## src/rtl/apu_cmd_seq.sv

```systemverilog
// ============================================================================
//  Module      : apu_cmd_seq
//  Description : Command FIFO feeding a sound-unit register-write / delay
//                sequencer (SETUP -> STROBE -> GAP write cycle, WAIT delay).
//  Revision    : 1.0  initial release
// ============================================================================
`default_nettype none

module apu_cmd_seq #(
    parameter int DEPTH         = 8,
    parameter int STROBE_CYCLES = 2,
    parameter int GAP_CYCLES    = 2
) (
    input  logic                     clk,
    input  logic                     rst,
    input  logic                     cmd_valid,
    output logic                     cmd_ready,
    input  logic                     cmd_wait,
    input  logic [7:0]               cmd_addr,
    input  logic [7:0]               cmd_data,
    output logic [15:0]              apu_a,
    output logic [7:0]               apu_din,
    output logic                     apu_wr,
    output logic                     busy,
    output logic [$clog2(DEPTH):0]   level,
    output logic                     err
);

    localparam int AW = $clog2(DEPTH);
    localparam int LW = AW + 1;

    localparam logic [2:0] ST_IDLE   = 3'd0;
    localparam logic [2:0] ST_SETUP  = 3'd1;
    localparam logic [2:0] ST_STROBE = 3'd2;
    localparam logic [2:0] ST_GAP    = 3'd3;
    localparam logic [2:0] ST_WAIT   = 3'd4;

    logic [16:0]   mem_q [DEPTH];
    logic [AW-1:0] wr_ptr_q, wr_ptr_d;
    logic [AW-1:0] rd_ptr_q, rd_ptr_d;
    logic [LW-1:0] level_q, level_d;
    logic [2:0]    state_q, state_d;
    logic [15:0]   cnt_q, cnt_d;
    logic [15:0]   apu_a_q, apu_a_d;
    logic [7:0]    apu_din_q, apu_din_d;
    logic          err_q, err_d;

    logic          push;
    logic          pop;
    logic [16:0]   head;
    logic          head_wait;
    logic [7:0]    head_addr;
    logic [7:0]    head_data;
    logic          addr_ok;

    assign push      = cmd_valid && cmd_ready;
    assign head      = mem_q[rd_ptr_q];
    assign head_wait = head[16];
    assign head_addr = head[15:8];
    assign head_data = head[7:0];
    assign addr_ok   = (head_addr >= 8'h10) && (head_addr <= 8'h3F);

    // FIFO storage carries no reset; occupancy is tracked by level_q alone.
    always_ff @(posedge clk) begin
        if (push) begin
            mem_q[wr_ptr_q] <= {cmd_wait, cmd_addr, cmd_data};
        end
    end

    always_comb begin
        wr_ptr_d = wr_ptr_q;
        rd_ptr_d = rd_ptr_q;
        level_d  = level_q;
        if (push) begin
            wr_ptr_d = wr_ptr_q + AW'(1);
        end
        if (pop) begin
            rd_ptr_d = rd_ptr_q + AW'(1);
        end
        if (push && !pop) begin
            level_d = level_q + LW'(1);
        end else if (pop && !push) begin
            level_d = level_q - LW'(1);
        end
    end

    // State register
    always_ff @(posedge clk or posedge rst) begin
        if (rst) begin
            state_q   <= ST_IDLE;
            cnt_q     <= 16'h0000;
            apu_a_q   <= 16'h0000;
            apu_din_q <= 8'h00;
            err_q     <= 1'b0;
            wr_ptr_q  <= '0;
            rd_ptr_q  <= '0;
            level_q   <= '0;
        end else begin
            state_q   <= state_d;
            cnt_q     <= cnt_d;
            apu_a_q   <= apu_a_d;
            apu_din_q <= apu_din_d;
            err_q     <= err_d;
            wr_ptr_q  <= wr_ptr_d;
            rd_ptr_q  <= rd_ptr_d;
            level_q   <= level_d;
        end
    end

    // Next-state logic; cnt_q is shared by STROBE, GAP and WAIT timing.
    always_comb begin
        state_d   = state_q;
        cnt_d     = cnt_q;
        apu_a_d   = apu_a_q;
        apu_din_d = apu_din_q;
        err_d     = 1'b0;
        pop       = 1'b0;
        case (state_q)
            ST_IDLE: begin
                if (level_q != '0) begin
                    pop = 1'b1;
                    if (head_wait) begin
                        state_d = ST_WAIT;
                        cnt_d   = {head_addr, head_data};
                    end else if (addr_ok) begin
                        state_d   = ST_SETUP;
                        apu_a_d   = {8'hFF, head_addr};
                        apu_din_d = head_data;
                    end else begin
                        err_d = 1'b1;
                    end
                end
            end
            ST_SETUP: begin
                state_d = ST_STROBE;
                cnt_d   = 16'(STROBE_CYCLES);
            end
            ST_STROBE: begin
                if (cnt_q <= 16'd1) begin
                    state_d = ST_GAP;
                    cnt_d   = 16'(GAP_CYCLES);
                end else begin
                    cnt_d = cnt_q - 16'd1;
                end
            end
            ST_GAP: begin
                if (cnt_q <= 16'd1) begin
                    state_d = ST_IDLE;
                    cnt_d   = 16'h0000;
                end else begin
                    cnt_d = cnt_q - 16'd1;
                end
            end
            ST_WAIT: begin
                // A zero delay still spends one cycle here.
                if (cnt_q <= 16'd1) begin
                    state_d = ST_IDLE;
                    cnt_d   = 16'h0000;
                end else begin
                    cnt_d = cnt_q - 16'd1;
                end
            end
            default: begin
                state_d = ST_IDLE;
                cnt_d   = 16'h0000;
            end
        endcase
    end

    // Outputs
    always_comb begin
        apu_wr    = (state_q == ST_STROBE);
        busy      = (state_q != ST_IDLE) || (level_q != '0);
        cmd_ready = (level_q != LW'(DEPTH));
        level     = level_q;
        apu_a     = apu_a_q;
        apu_din   = apu_din_q;
        err       = err_q;
    end

endmodule

`default_nettype wire

```

## config.mk

```make
export PLATFORM = sky130hd
export DESIGN_NAME = apu_cmd_seq
export DESIGN_NICKNAME = d
export VERILOG_FILES = /design/src/rtl/apu_cmd_seq.sv
export SDC_FILE = /design/constraint.sdc
export NUM_CORES = 1
export LEC_CHECK = 0
export ABC_AREA = 1
export ABC_CLOCK_PERIOD_IN_PS = 6300
export CAP_MARGIN = 15
export CORE_MARGIN = 2
export CORE_UTILIZATION = 45
export DETAILED_ROUTE_END_ITERATION = 6
export PLACE_DENSITY = 0.59
export SLEW_MARGIN = 20
export SYNTH_ARGS = -nofsm -noshare
export SYNTH_HDL_FRONTEND = slang
export SYNTH_SLANG_ARGS = --single-unit
```

## constraint.sdc

```tcl
create_clock -name clk -period 6.3 [get_ports clk]
set_input_delay 0.945 -clock clk [delete_from_list [all_inputs] [get_ports clk]]
set_output_delay 0.945 -clock clk [all_outputs]
set_load 0.05 [all_outputs]
```

==> results of run 1 <==
## worst max path at each step
stage / start / to / slack, ns / cells after the start
global placement: cmd_valid / level[3] / 3.40 / 12
global route: state_q[2] / busy / 2.72 / 7
CTS: state_q[2] / busy / 2.90 / 7
finish: state_q[2] / busy / 2.90 / 7
floorplan: level[0] / mem_q[0][0] / 3.39 / 5
detailed placement: cmd_valid / level[3] / 3.31 / 12
## synthesized netlist by cell type (3+ instances only)
library cell / number
sky130_fd_sc_hd__o21ai_1: 11
sky130_fd_sc_hd__o22ai_1: 10
sky130_fd_sc_hd__ha_1: 7
sky130_fd_sc_hd__buf_6: 10
sky130_fd_sc_hd__o21ai_0: 69
sky130_fd_sc_hd__inv_2: 5
sky130_fd_sc_hd__nand3b_1: 3
sky130_fd_sc_hd__edfxtp_1: 136
sky130_fd_sc_hd__dfrtp_1: 47
sky130_fd_sc_hd__nor2_1: 117
sky130_fd_sc_hd__nand2_1: 233
sky130_fd_sc_hd__inv_1: 55
sky130_fd_sc_hd__nand2_2: 15
sky130_fd_sc_hd__buf_2: 9
sky130_fd_sc_hd__nand2_4: 3
sky130_fd_sc_hd__clkbuf_1: 5
sky130_fd_sc_hd__xnor2_1: 4
sky130_fd_sc_hd__buf_4: 12
sky130_fd_sc_hd__xor2_1: 12
sky130_fd_sc_hd__nand3_1: 30
## routing by layer
layer	track usage (%)	vias up	share of wire (%)
met5	0	-	0
met4	6.17	0	1.5
met3	4.54	24	4.5
met2	31.7	121	49
met1	24.7	2751	45
li1	-	2740	-
## logic make-up (layout without fill, tap and decap cells)
| logic type | count (synthesis) | after routing | synth area share (%) |
|---|---|---|---|
| muxes | 1 | 1 | 0.121 |
| and+or+nand+nor | 410 | 410 | 20.7 |
| AOI/OAI and AO/OA | 96 | 96 | 6.11 |
| adders and majority gates | 8 | 8 | 1.30 |
| buffers and inverters | 100 | 155 | 6.39 |
| DFF | 183 | 183 | 63.7 |
| xor gates and xnor gates | 16 | 16 | 1.70 |
## registers in the layout, summed over array words and instances, names as in the netlist
register,cells
err,1
apu_din,8
state_q,3
apu_a,9
cnt_q,16
rd_ptr_q,3
wr_ptr_q,3
level,4
mem_q,136
## layout by cell type (no fill, tap or decap), types with 3 or more instances in the layout
master                              n
sky130_fd_sc_hd__edfxtp_1         136
sky130_fd_sc_hd__inv_1             54
sky130_fd_sc_hd__nand3_1           30
sky130_fd_sc_hd__o21ai_0           69
sky130_fd_sc_hd__clkbuf_16         17
sky130_fd_sc_hd__ha_1               7
sky130_fd_sc_hd__nand2_1          233
sky130_fd_sc_hd__inv_2              5
sky130_fd_sc_hd__buf_4             11
sky130_fd_sc_hd__clkdlybuf4s50_1   51
sky130_fd_sc_hd__nor2_1           117
sky130_fd_sc_hd__inv_6              4
sky130_fd_sc_hd__nand2_2           15
sky130_fd_sc_hd__nand3b_1           3
sky130_fd_sc_hd__o21ai_1           11
sky130_fd_sc_hd__nand2_4            3
sky130_fd_sc_hd__o22ai_1           10
sky130_fd_sc_hd__xnor2_1            4
sky130_fd_sc_hd__dfrtp_1           46
sky130_fd_sc_hd__clkinvlp_4         3
sky130_fd_sc_hd__xor2_1            12
## power by group through the flow
stage	Combinational, W	Sequential [W]	Clock [W]
finish	0.00228	0.00171	0.00105
global placement	0.00224	0.00172	0
floorplan	0.00158	0.00190	0
CTS	0.00230	0.00171	0.00107
global route	0.00255	0.00174	0.00111
detailed placement	0.00229	0.00173	0
## metrics by stage
stage,power (W),area (sq um)
after floorplan,0.00348,8260
after CTS,0.00507,9420
final,0.00504,9420
after detailed placement,0.00402,8850
after global routing,0.00540,9420
after global placement,0.00397,8850
## worst max-delay path: cells and delay by family (launching register included)
family,cells,cell delay [ns]
DFF,1,0.42
buffers and inverters,4,0.98
and+or+nand+nor,3,0.63
## area by class of cell
| class | count | area [sq um] | area share (%) |
|---|---|---|---|
| Multi-Input combinational cell | 531 | 2470 | 26.2 |
| Clock inverter | 12 | 143 | 1.51 |
| Tap cell | 229 | 287 | 3.04 |
| Sequential cell | 183 | 5260 | 55.8 |
| Clock buffer | 19 | 433 | 4.59 |
| Timing Repair Buffer | 62 | 593 | 6.29 |
| Inverter | 62 | 239 | 2.54 |
==> impl_metrics.xml, run 1 <==
<?xml version="1.0" encoding="UTF-8"?>
<metrics>
  <group name="run_status">
    <metric name="status" unit="">finished clean</metric>
  </group>
  <group name="die">
    <metric name="die_footprint" unit="sq um">19400</metric>
    <metric name="die_w" unit="microns">139</metric>
    <metric name="die_h" unit="microns">139</metric>
    <metric name="start_util" unit="%">46.0</metric>
    <metric name="core_area" unit="sq um">18000</metric>
    <metric name="std_cell_rows" unit="">49</metric>
    <metric name="top_level_ports" unit="">52</metric>
  </group>
  <group name="setup_path">
    <metric name="r2r.worst_path.cells" unit="">10</metric>
    <metric name="worst_setup_ep_type" unit="">output pin</metric>
    <metric name="timing.critical_path.cells" unit="">nor2_1 &gt; inv_2 &gt; nor2_4 &gt; inv_2 &gt; nor2_1 &gt; inv_1 &gt; clkdlybuf4s50_1</metric>
    <metric name="regToRegSetupSlack" unit="ns">3.49</metric>
    <metric name="worst-path-max-fanout" unit="">19</metric>
    <metric name="critical_path.reg2reg.endpoint" unit="">cnt_q[0]</metric>
    <metric name="cp-start-kind" unit="">flip-flop</metric>
    <metric name="critPathMaxStageDelay" unit="ns">0.71</metric>
    <metric name="criticalPathCategory" unit="">reg -&gt; out</metric>
    <metric name="cp.required" unit="ns">5.35</metric>
    <metric name="slowest_stage" unit="">sky130_fd_sc_hd__clkdlybuf4s50_1</metric>
    <metric name="worst_r2r_startpoint" unit="">rd_ptr_q[0]</metric>
    <metric name="worst-endpoint-arrival" unit="ns">2.45</metric>
  </group>
  <group name="yosys">
    <metric name="synthesis.area" unit="sq um">8260</metric>
    <metric name="synth_enable_flop_cells" unit="">136</metric>
    <metric name="netlist_instances" unit="">814</metric>
    <metric name="synth-seq-cells" unit="">183</metric>
    <metric name="yosys_most_used_dff" unit="">sky130_fd_sc_hd__edfxtp_1</metric>
    <metric name="netlist.area_leader.share" unit="%">49.5</metric>
    <metric name="yosys_warnings" unit="">0</metric>
    <metric name="yosysSeqAreaShare" unit="%">63.7</metric>
    <metric name="async_reset_ff_share" unit="%">25.7</metric>
    <metric name="synth.largest_area_cell" unit="">sky130_fd_sc_hd__edfxtp_1</metric>
    <metric name="postSynthAreaPerCell" unit="sq um">10.1</metric>
    <metric name="post_synth_num_cell_types" unit="">35</metric>
    <metric name="mappedNetlistNets" unit="">842</metric>
    <metric name="yosys-top-cells-area" unit="">sky130_fd_sc_hd__edfxtp_1 (49%), sky130_fd_sc_hd__dfrtp_1 (14%), sky130_fd_sc_hd__nand2_1 (11%)</metric>
  </group>
  <group name="layout">
    <metric name="n_antenna_cell" unit="">0</metric>
    <metric name="layout-area-overhead-vs-synth" unit="%">14.1</metric>
    <metric name="finish.utilization" unit="%">52.5</metric>
    <metric name="fillerInstances" unit="">1577</metric>
    <metric name="fin_cells" unit="">1098</metric>
    <metric name="layout.nets" unit="">885</metric>
    <metric name="drive_above_1_share" unit="%">8.63</metric>
  </group>
  <group name="run">
    <metric name="cap_viol_max_count" unit="">0</metric>
  </group>
  <group name="global_routing">
    <metric name="globalRouteOverflowTotal" unit="">0</metric>
    <metric name="initial_antenna_violation_count" unit="">0</metric>
    <metric name="grt_pass1_wl" unit="mm">28.5</metric>
    <metric name="grt_start_max_net_pins" unit="">73</metric>
    <metric name="number_of_global_route_vias_before_repair" unit="">5468</metric>
    <metric name="track_usage" unit="%">19.0</metric>
  </group>
  <group name="placement">
    <metric name="post-place-cells" unit="">1067</metric>
    <metric name="detailedPlace.worstSlack" unit="ns">3.31</metric>
    <metric name="portBuffers" unit="">51</metric>
    <metric name="gp_routability_congestion" unit="">0.859</metric>
    <metric name="hpwl" unit="mm">10.5</metric>
  </group>
  <group name="clock_network">
    <metric name="cts.hold.buffers_added" unit="">0</metric>
    <metric name="cts_post_setup_buffers_inserted" unit="">0</metric>
    <metric name="cts_buffers" unit="">17</metric>
    <metric name="numClockSinks" unit="">183</metric>
    <metric name="clkSlewWorstSetupHoldPaths" unit="ns">0.07</metric>
    <metric name="cts_max_path_buffers" unit="">2</metric>
    <metric name="clk_root_buffer_cell" unit="">sky130_fd_sc_hd__clkbuf_16</metric>
    <metric name="clock_tree_from_tritoncts" unit="">built</metric>
    <metric name="gates_resized_cts_repair" unit="">0</metric>
    <metric name="clk-insertion-delay-late" unit="ns">0.43</metric>
    <metric name="htree_num_levels" unit="">4</metric>
  </group>
  <group name="pwr">
    <metric name="power.combinational.fraction" unit="%">45.3</metric>
    <metric name="power.switching" unit="W">0.00220</metric>
    <metric name="max-vdd-ir-drop" unit="mV">0.305</metric>
    <metric name="power_switching_share" unit="%">43.6</metric>
    <metric name="cellPowerDensity" unit="nW/um^2">535</metric>
    <metric name="p_leak" unit="nW">3.91</metric>
    <metric name="internal_power" unit="W">0.00284</metric>
    <metric name="seq_power_share" unit="%">34.0</metric>
    <metric name="clock_power_share" unit="%">20.7</metric>
  </group>
  <group name="timing">
    <metric name="final.min_clock_period" unit="ns">3.40</metric>
    <metric name="post-route-worst-setup-slack" unit="ns">2.90</metric>
    <metric name="setup_total_negative_slack" unit="ns">0</metric>
    <metric name="number_of_endpoints_with_negative_hold_slack_in_the_final_report" unit="">0</metric>
    <metric name="fin_worst_hold_slack" unit="ns">0.472</metric>
    <metric name="worst_clock_skew" unit="ns">0.00830</metric>
    <metric name="slew_viol_final" unit="">0</metric>
    <metric name="slew_headroom" unit="%">44.4</metric>
    <metric name="setup_violators_final" unit="">0</metric>
    <metric name="worst-slew-pin-transition" unit="ns">0.834</metric>
    <metric name="period_share" unit="%">53.9</metric>
    <metric name="grt_setup_unrepaired" unit="">no</metric>
    <metric name="max_freq" unit="MHz">294</metric>
  </group>
  <group name="drt">
    <metric name="detail_route.drc_violations" unit="">0</metric>
    <metric name="routed-via-count" unit="">5636</metric>
    <metric name="routed_wirelength" unit="mm">17.8</metric>
    <metric name="drt-wirelength-per-cell" unit="microns">16.2</metric>
    <metric name="drt_pass1_iterations" unit="">4</metric>
    <metric name="ant_nets" unit="">0</metric>
    <metric name="avgViaCountPerCell" unit="">5.13</metric>
    <metric name="drt_iter0_drc" unit="">435</metric>
  </group>
  <group name="hold_path">
    <metric name="worstHoldPathType" unit="">reg -&gt; reg</metric>
    <metric name="hold_path_end" unit="">apu_a[6]</metric>
    <metric name="worstHoldStart" unit="">apu_a[6]</metric>
    <metric name="min_path_cells" unit="">2</metric>
  </group>
</metrics>
Power figures use the tool's default switching activity.
==> run 2, diff against run 1 <==
--- a/config.mk
+++ b/config.mk
@@ -6,12 +6,12 @@
 export NUM_CORES = 1
 export LEC_CHECK = 0
 export ABC_AREA = 1
-export ABC_CLOCK_PERIOD_IN_PS = 6300
+export ABC_CLOCK_PERIOD_IN_PS = 2900
 export CAP_MARGIN = 15
 export CORE_MARGIN = 2
 export CORE_UTILIZATION = 45
 export DETAILED_ROUTE_END_ITERATION = 6
-export PLACE_DENSITY = 0.59
+export PLACE_DENSITY = 0.62
 export SLEW_MARGIN = 20
 export SYNTH_ARGS = -nofsm -noshare
 export SYNTH_HDL_FRONTEND = slang
==> constraint.sdc (replaced) <==
create_clock -name clk -period 2.9 [get_ports clk]
set_input_delay 0.435 -clock clk [delete_from_list [all_inputs] [get_ports clk]]
set_output_delay 0.435 -clock clk [all_outputs]
set_load 0.05 [all_outputs]
==> impl_metrics.xml, run 2 (synthesis results as in run 1) <==
<?xml version="1.0" encoding="UTF-8"?>
<metrics>
  <group name="run_status">
    <metric name="status" unit="">finished clean</metric>
  </group>
  <group name="timing">
    <metric name="grt_setup_unrepaired" unit="">no</metric>
    <metric name="worst_clock_skew" unit="ns">0.0107</metric>
    <metric name="setup_violators_final" unit="">0</metric>
    <metric name="max_freq" unit="MHz">402</metric>
    <metric name="final.min_clock_period" unit="ns">2.48</metric>
    <metric name="slew_viol_final" unit="">0</metric>
    <metric name="worst-slew-pin-transition" unit="ns">0.596</metric>
    <metric name="period_share" unit="%">85.7</metric>
    <metric name="slew_headroom" unit="%">60.2</metric>
    <metric name="number_of_endpoints_with_negative_hold_slack_in_the_final_report" unit="">0</metric>
    <metric name="setup_total_negative_slack" unit="ns">0</metric>
  </group>
  <group name="run">
    <metric name="cap_viol_max_count" unit="">0</metric>
  </group>
  <group name="setup_path">
    <metric name="timing.critical_path.cells" unit="">nor2_1 &gt; inv_2 &gt; nor2_4 &gt; nand2_2 &gt; ha_1 &gt; inv_1 &gt; ha_1 &gt; a21o_1 &gt; a21oi_1 &gt; nand2_1 &gt; nand2_1 &gt; nor2_1 &gt; xor2_1</metric>
    <metric name="worst-endpoint-arrival" unit="ns">2.79</metric>
    <metric name="worstPathBufferInverterCount" unit="">2</metric>
    <metric name="worst_setup_ep_type" unit="">flip-flop</metric>
    <metric name="criticalPathCategory" unit="">reg -&gt; reg</metric>
    <metric name="critPathMaxStageDelay" unit="ns">0.42</metric>
    <metric name="timing.critical_path.max_delay_family" unit="">simple AND/OR/NAND/NOR gates</metric>
    <metric name="cp-start-kind" unit="">flip-flop</metric>
    <metric name="slowest_stage" unit="">sky130_fd_sc_hd__dfrtp_1</metric>
    <metric name="cp.required" unit="ns">3.20</metric>
    <metric name="worst-path-max-fanout" unit="">10</metric>
  </group>
  <group name="die">
    <metric name="start_util" unit="%">46.0</metric>
    <metric name="die_h" unit="microns">139</metric>
    <metric name="die_footprint" unit="sq um">19400</metric>
    <metric name="die_w" unit="microns">139</metric>
    <metric name="core_area" unit="sq um">18000</metric>
    <metric name="top_level_ports" unit="">52</metric>
    <metric name="std_cell_rows" unit="">49</metric>
  </group>
  <group name="clock_network">
    <metric name="clk-insertion-delay-late" unit="ns">0.43</metric>
    <metric name="cts.hold.buffers_added" unit="">0</metric>
    <metric name="numClockSinks" unit="">183</metric>
    <metric name="clkSlewWorstSetupHoldPaths" unit="ns">0.07</metric>
    <metric name="cts_post_setup_buffers_inserted" unit="">0</metric>
    <metric name="cts_buffers" unit="">17</metric>
    <metric name="htree_num_levels" unit="">4</metric>
    <metric name="clock_tree_from_tritoncts" unit="">built</metric>
    <metric name="gates_resized_cts_repair" unit="">0</metric>
    <metric name="clk_root_buffer_cell" unit="">sky130_fd_sc_hd__clkbuf_16</metric>
    <metric name="cts_max_path_buffers" unit="">2</metric>
  </group>
  <group name="global_routing">
    <metric name="track_usage" unit="%">19.6</metric>
    <metric name="grt_pass1_wl" unit="mm">29.1</metric>
    <metric name="number_of_global_route_vias_before_repair" unit="">5326</metric>
    <metric name="initial_antenna_violation_count" unit="">0</metric>
    <metric name="grt_start_max_net_pins" unit="">72</metric>
    <metric name="globalRouteOverflowTotal" unit="">0</metric>
  </group>
  <group name="drt">
    <metric name="detail_route.drc_violations" unit="">0</metric>
    <metric name="drt_pass1_iterations" unit="">5</metric>
    <metric name="routed_wirelength" unit="mm">18.1</metric>
    <metric name="drt_iter0_drc" unit="">440</metric>
    <metric name="drt-wirelength-per-cell" unit="microns">16.4</metric>
    <metric name="routed-via-count" unit="">5505</metric>
    <metric name="ant_nets" unit="">0</metric>
    <metric name="avgViaCountPerCell" unit="">4.99</metric>
  </group>
  <group name="layout">
    <metric name="layout-area-overhead-vs-synth" unit="%">14.9</metric>
    <metric name="postLayoutCellArea" unit="sq um">9490</metric>
    <metric name="most-common-layout-cells" unit="">sky130_fd_sc_hd__nand2_1 (233), sky130_fd_sc_hd__edfxtp_1 (136), sky130_fd_sc_hd__nor2_1 (109)</metric>
    <metric name="drive_above_1_share" unit="%">10.1</metric>
    <metric name="largest_reg_flops" unit="">136</metric>
    <metric name="layout.nets" unit="">890</metric>
    <metric name="layout_commonest_cell" unit="">sky130_fd_sc_hd__nand2_1</metric>
    <metric name="fillerInstances" unit="">1587</metric>
    <metric name="n_antenna_cell" unit="">0</metric>
    <metric name="max_flop_register" unit="">mem_q</metric>
  </group>
  <group name="pwr">
    <metric name="power.combinational.fraction" unit="%">46.3</metric>
    <metric name="internal_power" unit="W">0.00615</metric>
    <metric name="clock_power_share" unit="%">19.8</metric>
    <metric name="seq_power_share" unit="%">33.8</metric>
    <metric name="max-vdd-ir-drop" unit="mV">0.729</metric>
    <metric name="power.switching" unit="W">0.00485</metric>
    <metric name="cellPowerDensity" unit="nW/um^2">1160</metric>
    <metric name="p_leak" unit="nW">3.93</metric>
    <metric name="power_switching_share" unit="%">44.1</metric>
  </group>
  <group name="hold_path">
    <metric name="worstHoldPathType" unit="">in -&gt; async</metric>
  </group>
  <group name="placement">
    <metric name="placed_area" unit="sq um">8930</metric>
    <metric name="gp_routability_congestion" unit="">0.844</metric>
    <metric name="hpwl" unit="mm">10.9</metric>
    <metric name="portBuffers" unit="">51</metric>
  </group>
</metrics>
run 2: worst paths after layout:
check,startpoint,endpoint,slack [ns],cells after the start
setup reg to reg,state_q[2],level[3],0.42,13
hold reg to reg,apu_a[6],apu_a[6],0.47,2
min in group clk,apu_a[6],apu_a[6],0.47,2
max in group asynchronous,rst,rd_ptr_q[0],2.01,3
hold / removal,rst,level[2],0.35,2
setup / recovery,state_q[2],level[3],0.42,13
run 2: area by class of cell:
| class | count | area [sq um] | area share [%] |
|---|---|---|---|
| Inverter | 62 | 238 | 2.51 |
| Sequential cell | 183 | 5260 | 55.5 |
| Tap cell | 229 | 287 | 3.02 |
| Multi-Input combinational cell | 531 | 2490 | 26.2 |
| Timing Repair Buffer | 67 | 658 | 6.94 |
| Clock inverter | 12 | 118 | 1.24 |
| Clock buffer | 20 | 437 | 4.60 |
run 2: metrics by stage:
stage	util, %	setup WS [ns]	hold WS [ns]	std cells	total power [W]
2_1_floorplan	-	-0.00650	0.480	814	0.00756
3_3_place_gp	49.7	0.505	0.450	1072	0.00885
3_5_place_dp	49.7	0.470	0.451	1072	0.00888
4_1_cts	52.8	0.149	0.363	1104	0.0111
5_1_grt	52.8	0.194	0.382	1104	0.0118
6_report	52.8	0.415	0.354	1104	0.0110
run 2: layer usage:
metal / part of all wire [%] / vias to the layer above / routed length, microns / track usage [%]
met4: 1.8 / 0 / 327 / 6.70
met3: 4.9 / 26 / 890 / 4.09
li1: - / 2754 / - / -
met1: 46 / 2587 / 8270 / 26.2
met5: 0 / - / 0 / 0
met2: 48 / 138 / 8640 / 32.0
run 2: worst reg2reg max path, stage by stage (launching register included):
cell and delay, ns:
sky130_fd_sc_hd__dfrtp_1 0.42, sky130_fd_sc_hd__nor2_1 0.13, sky130_fd_sc_hd__inv_2 0.08, sky130_fd_sc_hd__nor2_4 0.24, sky130_fd_sc_hd__nand2_2 0.22, sky130_fd_sc_hd__ha_1 0.26
sky130_fd_sc_hd__inv_1 0.13, sky130_fd_sc_hd__ha_1 0.24, sky130_fd_sc_hd__a21o_1 0.17, sky130_fd_sc_hd__a21oi_1 0.15, sky130_fd_sc_hd__nand2_1 0.08, sky130_fd_sc_hd__nand2_1 0.06
sky130_fd_sc_hd__nor2_1 0.04, sky130_fd_sc_hd__xor2_1 0.14
run 2: power groups by stage:
stage | registers [W] | clock network [W] | logic (W)
after floorplan | 0.00413 | 0 | 0.00343
after detailed placement | 0.00377 | 0 | 0.00511
final | 0.00372 | 0.00218 | 0.00510
after global placement | 0.00376 | 0 | 0.00509
after global routing | 0.00379 | 0.00234 | 0.00570
after CTS | 0.00372 | 0.00222 | 0.00513
==> run 3, diff against run 2 <==
--- a/config.mk
+++ b/config.mk
@@ -11,6 +11,7 @@
 export CORE_MARGIN = 2
 export CORE_UTILIZATION = 45
 export DETAILED_ROUTE_END_ITERATION = 6
+export GPL_ROUTABILITY_DRIVEN = 0
 export PLACE_DENSITY = 0.62
 export SLEW_MARGIN = 20
 export SYNTH_ARGS = -nofsm -noshare
==> constraint.sdc (replaced) <==
create_clock -name clk -period 2.9 [get_ports clk]
set_input_delay 0.58 -clock clk [delete_from_list [all_inputs] [get_ports clk]]
set_output_delay 0.58 -clock clk [all_outputs]
set_load 0.05 [all_outputs]
==> impl_metrics.xml, run 3 (synthesis results as in run 1) <==
<?xml version="1.0" encoding="UTF-8"?>
<metrics>
  <group name="run_status">
    <metric name="status" unit="">finished clean</metric>
  </group>
  <group name="layout">
    <metric name="layout-area-overhead-vs-synth" unit="%">15.8</metric>
    <metric name="drive_above_1_share" unit="%">10.5</metric>
    <metric name="layout_commonest_cell" unit="">sky130_fd_sc_hd__nand2_1</metric>
    <metric name="largest_reg_flops" unit="">136</metric>
    <metric name="n_antenna_cell" unit="">0</metric>
    <metric name="postLayoutCellArea" unit="sq um">9560</metric>
    <metric name="most-common-layout-cells" unit="">sky130_fd_sc_hd__nand2_1 (233), sky130_fd_sc_hd__edfxtp_1 (136), sky130_fd_sc_hd__nor2_1 (109)</metric>
    <metric name="fillerInstances" unit="">1594</metric>
    <metric name="layout.nets" unit="">893</metric>
    <metric name="finish.utilization" unit="%">53.2</metric>
    <metric name="max_flop_register" unit="">mem_q</metric>
  </group>
  <group name="die">
    <metric name="std_cell_rows" unit="">49</metric>
    <metric name="die_w" unit="microns">139</metric>
    <metric name="die_footprint" unit="sq um">19400</metric>
    <metric name="top_level_ports" unit="">52</metric>
    <metric name="die_h" unit="microns">139</metric>
    <metric name="start_util" unit="%">46.0</metric>
    <metric name="core_area" unit="sq um">18000</metric>
  </group>
  <group name="timing">
    <metric name="number_of_endpoints_with_negative_hold_slack_in_the_final_report" unit="">0</metric>
    <metric name="slew_headroom" unit="%">60.5</metric>
    <metric name="worst-slew-pin-transition" unit="ns">0.591</metric>
    <metric name="final.min_clock_period" unit="ns">2.59</metric>
    <metric name="slew_viol_final" unit="">0</metric>
    <metric name="max_freq" unit="MHz">387</metric>
    <metric name="grt_setup_unrepaired" unit="">no</metric>
    <metric name="setup_violators_final" unit="">0</metric>
    <metric name="worst_clock_skew" unit="ns">0.0121</metric>
    <metric name="period_share" unit="%">89.2</metric>
    <metric name="fin_worst_hold_slack" unit="ns">0.465</metric>
  </group>
  <group name="global_routing">
    <metric name="initial_antenna_violation_count" unit="">0</metric>
    <metric name="number_of_global_route_vias_before_repair" unit="">5118</metric>
    <metric name="grt_pass1_wl" unit="mm">27.6</metric>
    <metric name="track_usage" unit="%">18.6</metric>
    <metric name="grt_start_max_net_pins" unit="">72</metric>
    <metric name="globalRouteOverflowTotal" unit="">0</metric>
  </group>
  <group name="clock_network">
    <metric name="clkSlewWorstSetupHoldPaths" unit="ns">0.07</metric>
    <metric name="cts_post_setup_buffers_inserted" unit="">0</metric>
    <metric name="clk_root_buffer_cell" unit="">sky130_fd_sc_hd__clkbuf_16</metric>
    <metric name="cts.hold.buffers_added" unit="">0</metric>
    <metric name="clk-insertion-delay-late" unit="ns">0.43</metric>
    <metric name="clock_tree_from_tritoncts" unit="">built</metric>
    <metric name="cts_buffers" unit="">17</metric>
    <metric name="numClockSinks" unit="">183</metric>
    <metric name="cts_max_path_buffers" unit="">2</metric>
    <metric name="htree_num_levels" unit="">4</metric>
  </group>
  <group name="setup_path">
    <metric name="setup.worst_path.start" unit="">state_q[0]</metric>
    <metric name="r2r.worst_path.cells" unit="">13</metric>
    <metric name="timing.critical_path.to" unit="">apu_wr</metric>
    <metric name="cp-start-kind" unit="">flip-flop</metric>
    <metric name="worst-path-max-fanout" unit="">5</metric>
    <metric name="critical_path.reg2reg.endpoint" unit="">level[3]</metric>
    <metric name="criticalPathCategory" unit="">reg -&gt; out</metric>
    <metric name="worst_r2r_startpoint" unit="">state_q[1]</metric>
    <metric name="cp.required" unit="ns">2.32</metric>
    <metric name="regToRegSetupSlack" unit="ns">0.44</metric>
    <metric name="worst_setup_ep_type" unit="">output pin</metric>
    <metric name="worst-endpoint-arrival" unit="ns">2.01</metric>
  </group>
  <group name="pwr">
    <metric name="max-vdd-ir-drop" unit="mV">0.736</metric>
    <metric name="cellPowerDensity" unit="nW/um^2">1170</metric>
    <metric name="p_leak" unit="nW">3.98</metric>
    <metric name="totalPowerFinal" unit="W">0.0112</metric>
  </group>
  <group name="hold_path">
    <metric name="worstHoldStart" unit="">apu_a[7]</metric>
    <metric name="min_path_cells" unit="">2</metric>
    <metric name="worstHoldPathType" unit="">reg -&gt; reg</metric>
  </group>
  <group name="drt">
    <metric name="drt-wirelength-per-cell" unit="microns">15.7</metric>
    <metric name="routed_wirelength" unit="mm">17.4</metric>
    <metric name="ant_nets" unit="">0</metric>
    <metric name="drt_pass1_iterations" unit="">5</metric>
    <metric name="routed-via-count" unit="">5488</metric>
    <metric name="drt_iter0_drc" unit="">405</metric>
    <metric name="avgViaCountPerCell" unit="">4.96</metric>
    <metric name="detail_route.drc_violations" unit="">0</metric>
  </group>
  <group name="run">
    <metric name="cap_viol_max_count" unit="">0</metric>
  </group>
  <group name="placement">
    <metric name="placed_area" unit="sq um">8940</metric>
    <metric name="portBuffers" unit="">51</metric>
    <metric name="hpwl" unit="mm">10.9</metric>
  </group>
</metrics>
[run 3: cell types whose count changed in the layout (fill, tap and decap cells not counted), sizes merged]
| cell | previous run | this run |
|---|---|---|
| buf | 16 | 19 |
| bufinv | 1 | 3 |
| clkbuf | 20 | 21 |
| clkinv | 3 | 2 |
| clkinvlp | 3 | 1 |
[run 3: final cells by class]
cell class                 instances  area, sq um  area share [%]
tap                              229          287            3.00
inverter                          62          238            2.49
multi-input combinational        531         2490            26.0
timing repair buffer              70          668            6.99
sequential                       183         5260            55.0
clock inverter                    11          160            1.67
clock buffer                      21          460            4.81
[run 3: layer usage]
layer	global-route usage (%)	up-vias	part of all wire [%]
met3	3.82	27	5.0
met2	31.3	137	48
met1	24.2	2562	45
li1	-	2762	-
met4	6.22	0	2.2
met5	0	-	0
[run 3: worst max-delay path: stages, from the launching register on]
cell,delay (ns)
sky130_fd_sc_hd__dfrtp_1,0.44
sky130_fd_sc_hd__nor2_1,0.12
sky130_fd_sc_hd__inv_1,0.06
sky130_fd_sc_hd__nor2_1,0.14
sky130_fd_sc_hd__clkdlybuf4s50_1,0.82
[run 3: worst min-delay path by stage]
| stage | slack, ns | end |
|---|---|---|
| 3_3_place_gp | 0.45 | apu_a[7] |
| 6_report | 0.47 | apu_a[7] |
| 5_1_grt | 0.49 | apu_a[3] |
| 4_1_cts | 0.47 | apu_a[7] |
| 3_5_place_dp | 0.45 | apu_a[7] |
| 2_1_floorplan | 0.48 | state_q[1] |
[run 3: repair_timing]
| action | 4_1_cts | 5_1_grt |
|---|---|---|
| gates resized for setup | 0 | 1 |
| endpoints found under the hold margin | 0 | 0 |
| setup endpoints to repair | 0 | 1 |
[run 3: metrics by stage]
step | std cells | worst slack [ns] | TNS [ns]
after floorplan | 814 | -0.00650 | -0.442
after detailed placement | 1075 | 0.327 | 0
after CTS | 1107 | 0.0285 | 0
final | 1107 | 0.315 | 0
after global routing | 1107 | 0.230 | 0
after global placement | 1075 | 0.359 | 0
[run 3: where the power goes]
group          leakage [nW]  total, W  internal [W]  switching (W)
registers              1.82   0.00374       0.00342       0.000317
logic                  1.86   0.00506       0.00154        0.00351
clock network         0.303   0.00240       0.00142       0.000982
